==> src/rtl/prio_grant_reg_if.sv <==
`default_nettype none
// ============================================================================
// Module   : prio_grant_reg_if
// Purpose  : Request/code inputs and registered grant outputs of prio_grant_reg
// Revision : 1.0
// ============================================================================
interface prio_grant_reg_if #(
  parameter int N  = 4,
  parameter int W  = 2,
  parameter int CW = 8
);
  localparam int IW = (N > 1) ? $clog2(N) : 1;

  logic [N-1:0]   req;
  logic [N*W-1:0] data;
  logic [W-1:0]   y;
  logic [W-1:0]   z;
  logic [N-1:0]   gnt;
  logic           valid;
  logic [IW-1:0]  idx;
  logic [CW-1:0]  idle_cnt;

  modport master (
    output req, data,
    input  y, z, gnt, valid, idx, idle_cnt
  );

  modport slave (
    input  req, data,
    output y, z, gnt, valid, idx, idle_cnt
  );
endinterface
`default_nettype wire

==> src/rtl/prio_grant_reg.sv <==
`default_nettype none
// ============================================================================
// Module   : prio_grant_reg
// Purpose  : Registered fixed-priority / round-robin selector with pulse and
//            sticky code outputs plus a saturating idle counter
// Revision : 1.0
// ============================================================================
module prio_grant_reg #(
  parameter int N  = 4,
  parameter int W  = 2,
  parameter int RR = 0,
  parameter int CW = 8
) (
  input  logic                   clk,
  input  logic                   rst,
  prio_grant_reg_if.slave        bus
);
  localparam int IW = (N > 1) ? $clog2(N) : 1;

  logic [W-1:0]  w_codes [N];
  logic [IW-1:0] w_ptr;
  logic [IW-1:0] w_win;
  logic          w_found;
  logic [IW-1:0] w_cand;
  int            w_sum;

  logic [W-1:0]  y_q, y_d;
  logic [W-1:0]  z_q, z_d;
  logic [N-1:0]  gnt_q, gnt_d;
  logic          valid_q, valid_d;
  logic [IW-1:0] idx_q, idx_d;
  logic [CW-1:0] idle_q, idle_d;

  generate
    for (genvar g = 0; g < N; g++) begin : g_unpack
      assign w_codes[g] = bus.data[g*W +: W];
    end
  endgenerate

  // Circular search starting at w_ptr; in fixed mode w_ptr is tied to 0.
  always_comb begin
    w_found = 1'b0;
    w_win   = '0;
    w_sum   = 0;
    w_cand  = '0;
    for (int k = 0; k < N; k++) begin
      w_sum = int'(w_ptr) + k;
      if (w_sum >= N) w_sum = w_sum - N;
      w_cand = w_sum[IW-1:0];
      if (!w_found && bus.req[w_cand]) begin
        w_found = 1'b1;
        w_win   = w_cand;
      end
    end
  end

  generate
    if (RR != 0) begin : g_rr
      logic [IW-1:0] ptr_q, ptr_d;

      always_comb begin
        ptr_d = ptr_q;
        if (w_found) begin
          ptr_d = (w_win == IW'(N-1)) ? '0 : w_win + IW'(1);
        end
      end

      always_ff @(posedge clk or posedge rst) begin
        if (rst) ptr_q <= '0;
        else     ptr_q <= ptr_d;
      end

      assign w_ptr = ptr_q;
    end else begin : g_fixed
      assign w_ptr = '0;
    end
  endgenerate

  always_comb begin
    y_d     = '0;
    z_d     = z_q;
    gnt_d   = '0;
    valid_d = 1'b0;
    idx_d   = idx_q;
    idle_d  = (idle_q == '1) ? idle_q : idle_q + CW'(1);
    if (w_found) begin
      y_d     = w_codes[w_win];
      z_d     = w_codes[w_win];
      gnt_d   = {{(N-1){1'b0}}, 1'b1} << w_win;
      valid_d = 1'b1;
      idx_d   = w_win;
      idle_d  = '0;
    end
  end

  always_ff @(posedge clk or posedge rst) begin
    if (rst) begin
      y_q     <= '0;
      z_q     <= '0;
      gnt_q   <= '0;
      valid_q <= 1'b0;
      idx_q   <= '0;
      idle_q  <= '0;
    end else begin
      y_q     <= y_d;
      z_q     <= z_d;
      gnt_q   <= gnt_d;
      valid_q <= valid_d;
      idx_q   <= idx_d;
      idle_q  <= idle_d;
    end
  end

  assign bus.y        = y_q;
  assign bus.z        = z_q;
  assign bus.gnt      = gnt_q;
  assign bus.valid    = valid_q;
  assign bus.idx      = idx_q;
  assign bus.idle_cnt = idle_q;
endmodule
`default_nettype wire

==> src/flat_wrapper.sv <==
// flat-port wrapper written by rule: the top's interface ports become plain ports
module prio_grant_reg_flat 
#(
  parameter int N  = 4,
  parameter int W  = 2,
  parameter int RR = 0,
  parameter int CW = 8
)
  (clk, rst, bus_req, bus_data, bus_y, bus_z, bus_gnt, bus_valid, bus_idx, bus_idle_cnt);
  prio_grant_reg_if #(.N(N), .W(W), .CW(CW)) bus_i ();
  input  logic clk;
  input  logic rst;
  input wire logic [$bits(bus_i.req)-1:0] bus_req;
  input wire logic [$bits(bus_i.data)-1:0] bus_data;
  output wire logic [$bits(bus_i.y)-1:0] bus_y;
  output wire logic [$bits(bus_i.z)-1:0] bus_z;
  output wire logic [$bits(bus_i.gnt)-1:0] bus_gnt;
  output wire logic [$bits(bus_i.valid)-1:0] bus_valid;
  output wire logic [$bits(bus_i.idx)-1:0] bus_idx;
  output wire logic [$bits(bus_i.idle_cnt)-1:0] bus_idle_cnt;
  assign bus_i.req = bus_req;
  assign bus_i.data = bus_data;
  assign bus_y = bus_i.y;
  assign bus_z = bus_i.z;
  assign bus_gnt = bus_i.gnt;
  assign bus_valid = bus_i.valid;
  assign bus_idx = bus_i.idx;
  assign bus_idle_cnt = bus_i.idle_cnt;
  prio_grant_reg #(.N(N), .W(W), .RR(RR), .CW(CW)) u_core (.clk(clk), .rst(rst), .bus(bus_i));
endmodule
==> config.mk <==
export PLATFORM = sky130hd
export DESIGN_NAME = prio_grant_reg_flat
export DESIGN_NICKNAME = d
export VERILOG_FILES = /design/src/rtl/prio_grant_reg_if.sv /design/src/rtl/prio_grant_reg.sv /design/src/flat_wrapper.sv
export SDC_FILE = /design/constraint.sdc
export NUM_CORES = 1
export LEC_CHECK = 0
export CAP_MARGIN = 20
export CORE_MARGIN = 3
export CORE_UTILIZATION = 46
export DETAILED_ROUTE_END_ITERATION = 16
export HOLD_SLACK_MARGIN = 0.1
export PLACE_DENSITY = 0.79
export SYNTH_ARGS = -nofsm -noshare
export SYNTH_HDL_FRONTEND = slang
export SYNTH_SLANG_ARGS = --single-unit
==> constraint.sdc <==
create_clock -name clk -period 3.9 [get_ports clk]
set_input_delay 0.78 -clock clk [delete_from_list [all_inputs] [get_ports clk]]
set_output_delay 0.78 -clock clk [all_outputs]
set_load 0.02 [all_outputs]
==> results.md <==
- Outcome: completed
- FP Rows: 15
- CTS max path bufs: 2
- IO buf count: 32
- Net Sw Power: 0.0913 mW
- Placed cells: 135
- CTS tree: done
- Fillers: 142
- Post-Route WL: 1.84 mm
- Synthesized area per cell: 10.7 um^2
- Post_cts resized: 0
- GRT overflow: 0
- Maximum fanout along the worst path: 10
- Starting Density: 0.500
- Area contributors post-synth: dfrtp_1 53%, a21oi_1 3.9%, nand2_1 3.4%
- Yosys top cell area share: 0.533
- CTS Buf Count: 3
- Reg clk slew, reported paths: 0.11 ns
- Multi-input combinational cell area: 378 um^2
- Most frequent cells in the layout: 32 x clkdlybuf4s50_1, 19 x dfrtp_1, 8 x nand2_1
- Static Leak: 0.508 nW
- Max-slew violations: 0
- Reg-to-reg startpoint: u_core.bus.idle_cnt[0]$_DFFE_PP0P_
- First-pass GRT wire length: 3.13 mm
- Die area: 2500 um^2
- CP Class: input port to flop
- GPL Wtd Cong: 0.818
- # diodes: 0
- Synth warnings: 0
- Chip Width: 50.0 um
- Postcts setup bufs: 0
- Number of global-route vias before repair: 729
- RSZ-0062 raised after global routing: no
- # hold bufs at CTS: 0
- Wire per inst: 13.2 um
- Clk_skew: 0.00523 ns
- Synth Cell Area: 892 um^2
- Initial antenna violation count: 0
- 1st-pass router iterations: 5
- Synth Flop Type: dfrtp_1
- Seq/Total Area, Yosys: 0.533
- Syn Nets: 98
- Share of layout cells above drive strength 1: 0.0789
- Yosys reg bits: 19
- WP data arrival: 2.51 ns
- Clk_lat worst skew: 0.29 ns
- Hold_ws: 0.505 ns
- Vias/cell: 5.58
- Final #Nets: 130
- Cell taking the most area after synthesis: dfrtp_1
- EDFF count, synth: 0
- Synth cell types: 34
- Detailed Route Iter0 Violations: 7
- Normalized max-slew margin: 0.554
- Sequential Area: 475 um^2
- Area grow syn2layout: 39.4%
- Total Power: 0.366 mW
- Commonest non-fill, non-tap cell in the layout: clkdlybuf4s50_1
- Final Hold Viols: 0
- Core Box Area: 1780 um^2
- Die Y: 50.0 um
- CP required: 4.12 ns
- Endpoints failing setup: 0
- Worst Setup SP: bus_req[1]
- # DRC: 0
- Startpoint Class: input port
- Via count: 775
- Post-route ant nets: 0
- IO Pins: 33
- F_max: 437 MHz
- TNS Setup: 0 ns
- VDD IR-drop max: 0.167 mV
- Int Pwr: 0.274 mW
- # clock sinks: 19
- MaxCap Viol Count: 0
- Switching share of total power: 0.250
- Post-synthesis instance total: 83
- Hpwl dp: 1.39 mm
- Final cycle utilization of the critical path: 0.587
- Clock Power Share: 0.264
- GR Util All Layers: 0.164
- Non-filler cells in the finished layout: 139
- Slew @ Worst Pin: 0.668 ns
- # H-tree levels: 1
- Reg power frac: 0.569
- Largest net degree at the start of global routing: 20
- Setup crit end kind: flop
- Logic pwr share: 0.168
- Hold path start: u_core.bus.idx[0]$_DFFE_PP0N_
- Min Clock Period, post-route: 2.29 ns
- Worst hold-check path type: flop to flop
- PD cells: 294 nW/um^2
- CTS root buf: clkbuf_4
- Asr flop ratio synth: 1.00
## cells by family (layout without fill, tap and decap cells)
logic type	after synthesis	count (layout)	share of synthesized area
DFF	19	19	0.533
muxes	1	1	0.0112
buffers and inverters	8	39	0.0435
and+or+nand+nor	33	33	0.227
adders and majority gates	1	1	0.0140
AOI/OAI and AO/OA	21	21	0.171
## stage by stage
step,utilization,worst slack [ns],instance area (um^2)
CTS,0.698,1.61,1240
finish,0.698,1.61,1240
floorplan,-,1.99,892
global route,0.698,1.54,1240
detailed placement,0.682,1.32,1220
global placement,0.682,1.39,1220
## state kept, by name, indices dropped and copies added, names as in the netlist
name,cells
u_core.bus.gnt,4
u_core.bus.idx,2
u_core.bus.idle_cnt,8
u_core.bus.z,2
u_core.bus.valid,1
u_core.bus.y,2
## layout make-up
class | instances | share of cell area
sequential | 19 | 0.382
multi-input combinational | 56 | 0.304
clock buffer | 3 | 0.0181
timing repair buffer | 32 | 0.258
tap | 25 | 0.0252
clock inverter | 1 | 0.00402
inverter | 3 | 0.00905
## synthesized netlist by cell type (2+ instances only)
cell type and count:
dfrtp_1 19, nand2_1 8, a21oi_1 7, nand3_1 5, nor3_1 5, clkbuf_1 3
nor4b_1 3, a211oi_1 2, a21o_1 2, a41oi_1 2, inv_1 2, nand3b_1 2
nor2_1 2
## final timing paths
| check | to | slack [ns] | depth (start not counted) |
|---|---|---|---|
| hold / removal | u_core.bus.idx[0]$_DFFE_PP0N_ | 0.50 | 1 |
| setup / recovery | u_core.bus.idle_cnt[3]$_DFFE_PP0P_ | 1.61 | 5 |
| setup reg to reg | u_core.bus.idle_cnt[5]$_DFFE_PP0P_ | 2.34 | 4 |
| hold reg to reg | u_core.bus.idx[0]$_DFFE_PP0N_ | 0.50 | 1 |
| max in group asynchronous | u_core.bus.idle_cnt[1]$_DFFE_PP0P_ | 2.60 | 2 |
| min in group asynchronous | u_core.bus.valid$_DFF_PP0_ | 0.87 | 2 |
## critical path: stages
cell	delay [ns]
clkdlybuf4s50_1	0.58
nor4_4	0.52
inv_2	0.18
a2111o_1	0.39
o21ai_2	0.07
## layer usage
metal,GRT usage,share of wire
met4,0.0553,0.0060
met5,0,0
met1,0.207,0.44
met3,0.0453,0.077
met2,0.267,0.48
## power groups by stage
| stage | logic, mW | clock network [mW] | registers (mW) |
|---|---|---|---|
| after floorplan | 0.0185 | 0 | 0.222 |
| after global placement | 0.0610 | 0 | 0.212 |
| after detailed placement | 0.0618 | 0 | 0.212 |
| after CTS | 0.0621 | 0.0980 | 0.208 |
| after global routing | 0.0661 | 0.108 | 0.209 |
| final | 0.0613 | 0.0964 | 0.208 |
No activity file was read; power rests on OpenSTA's default activity.
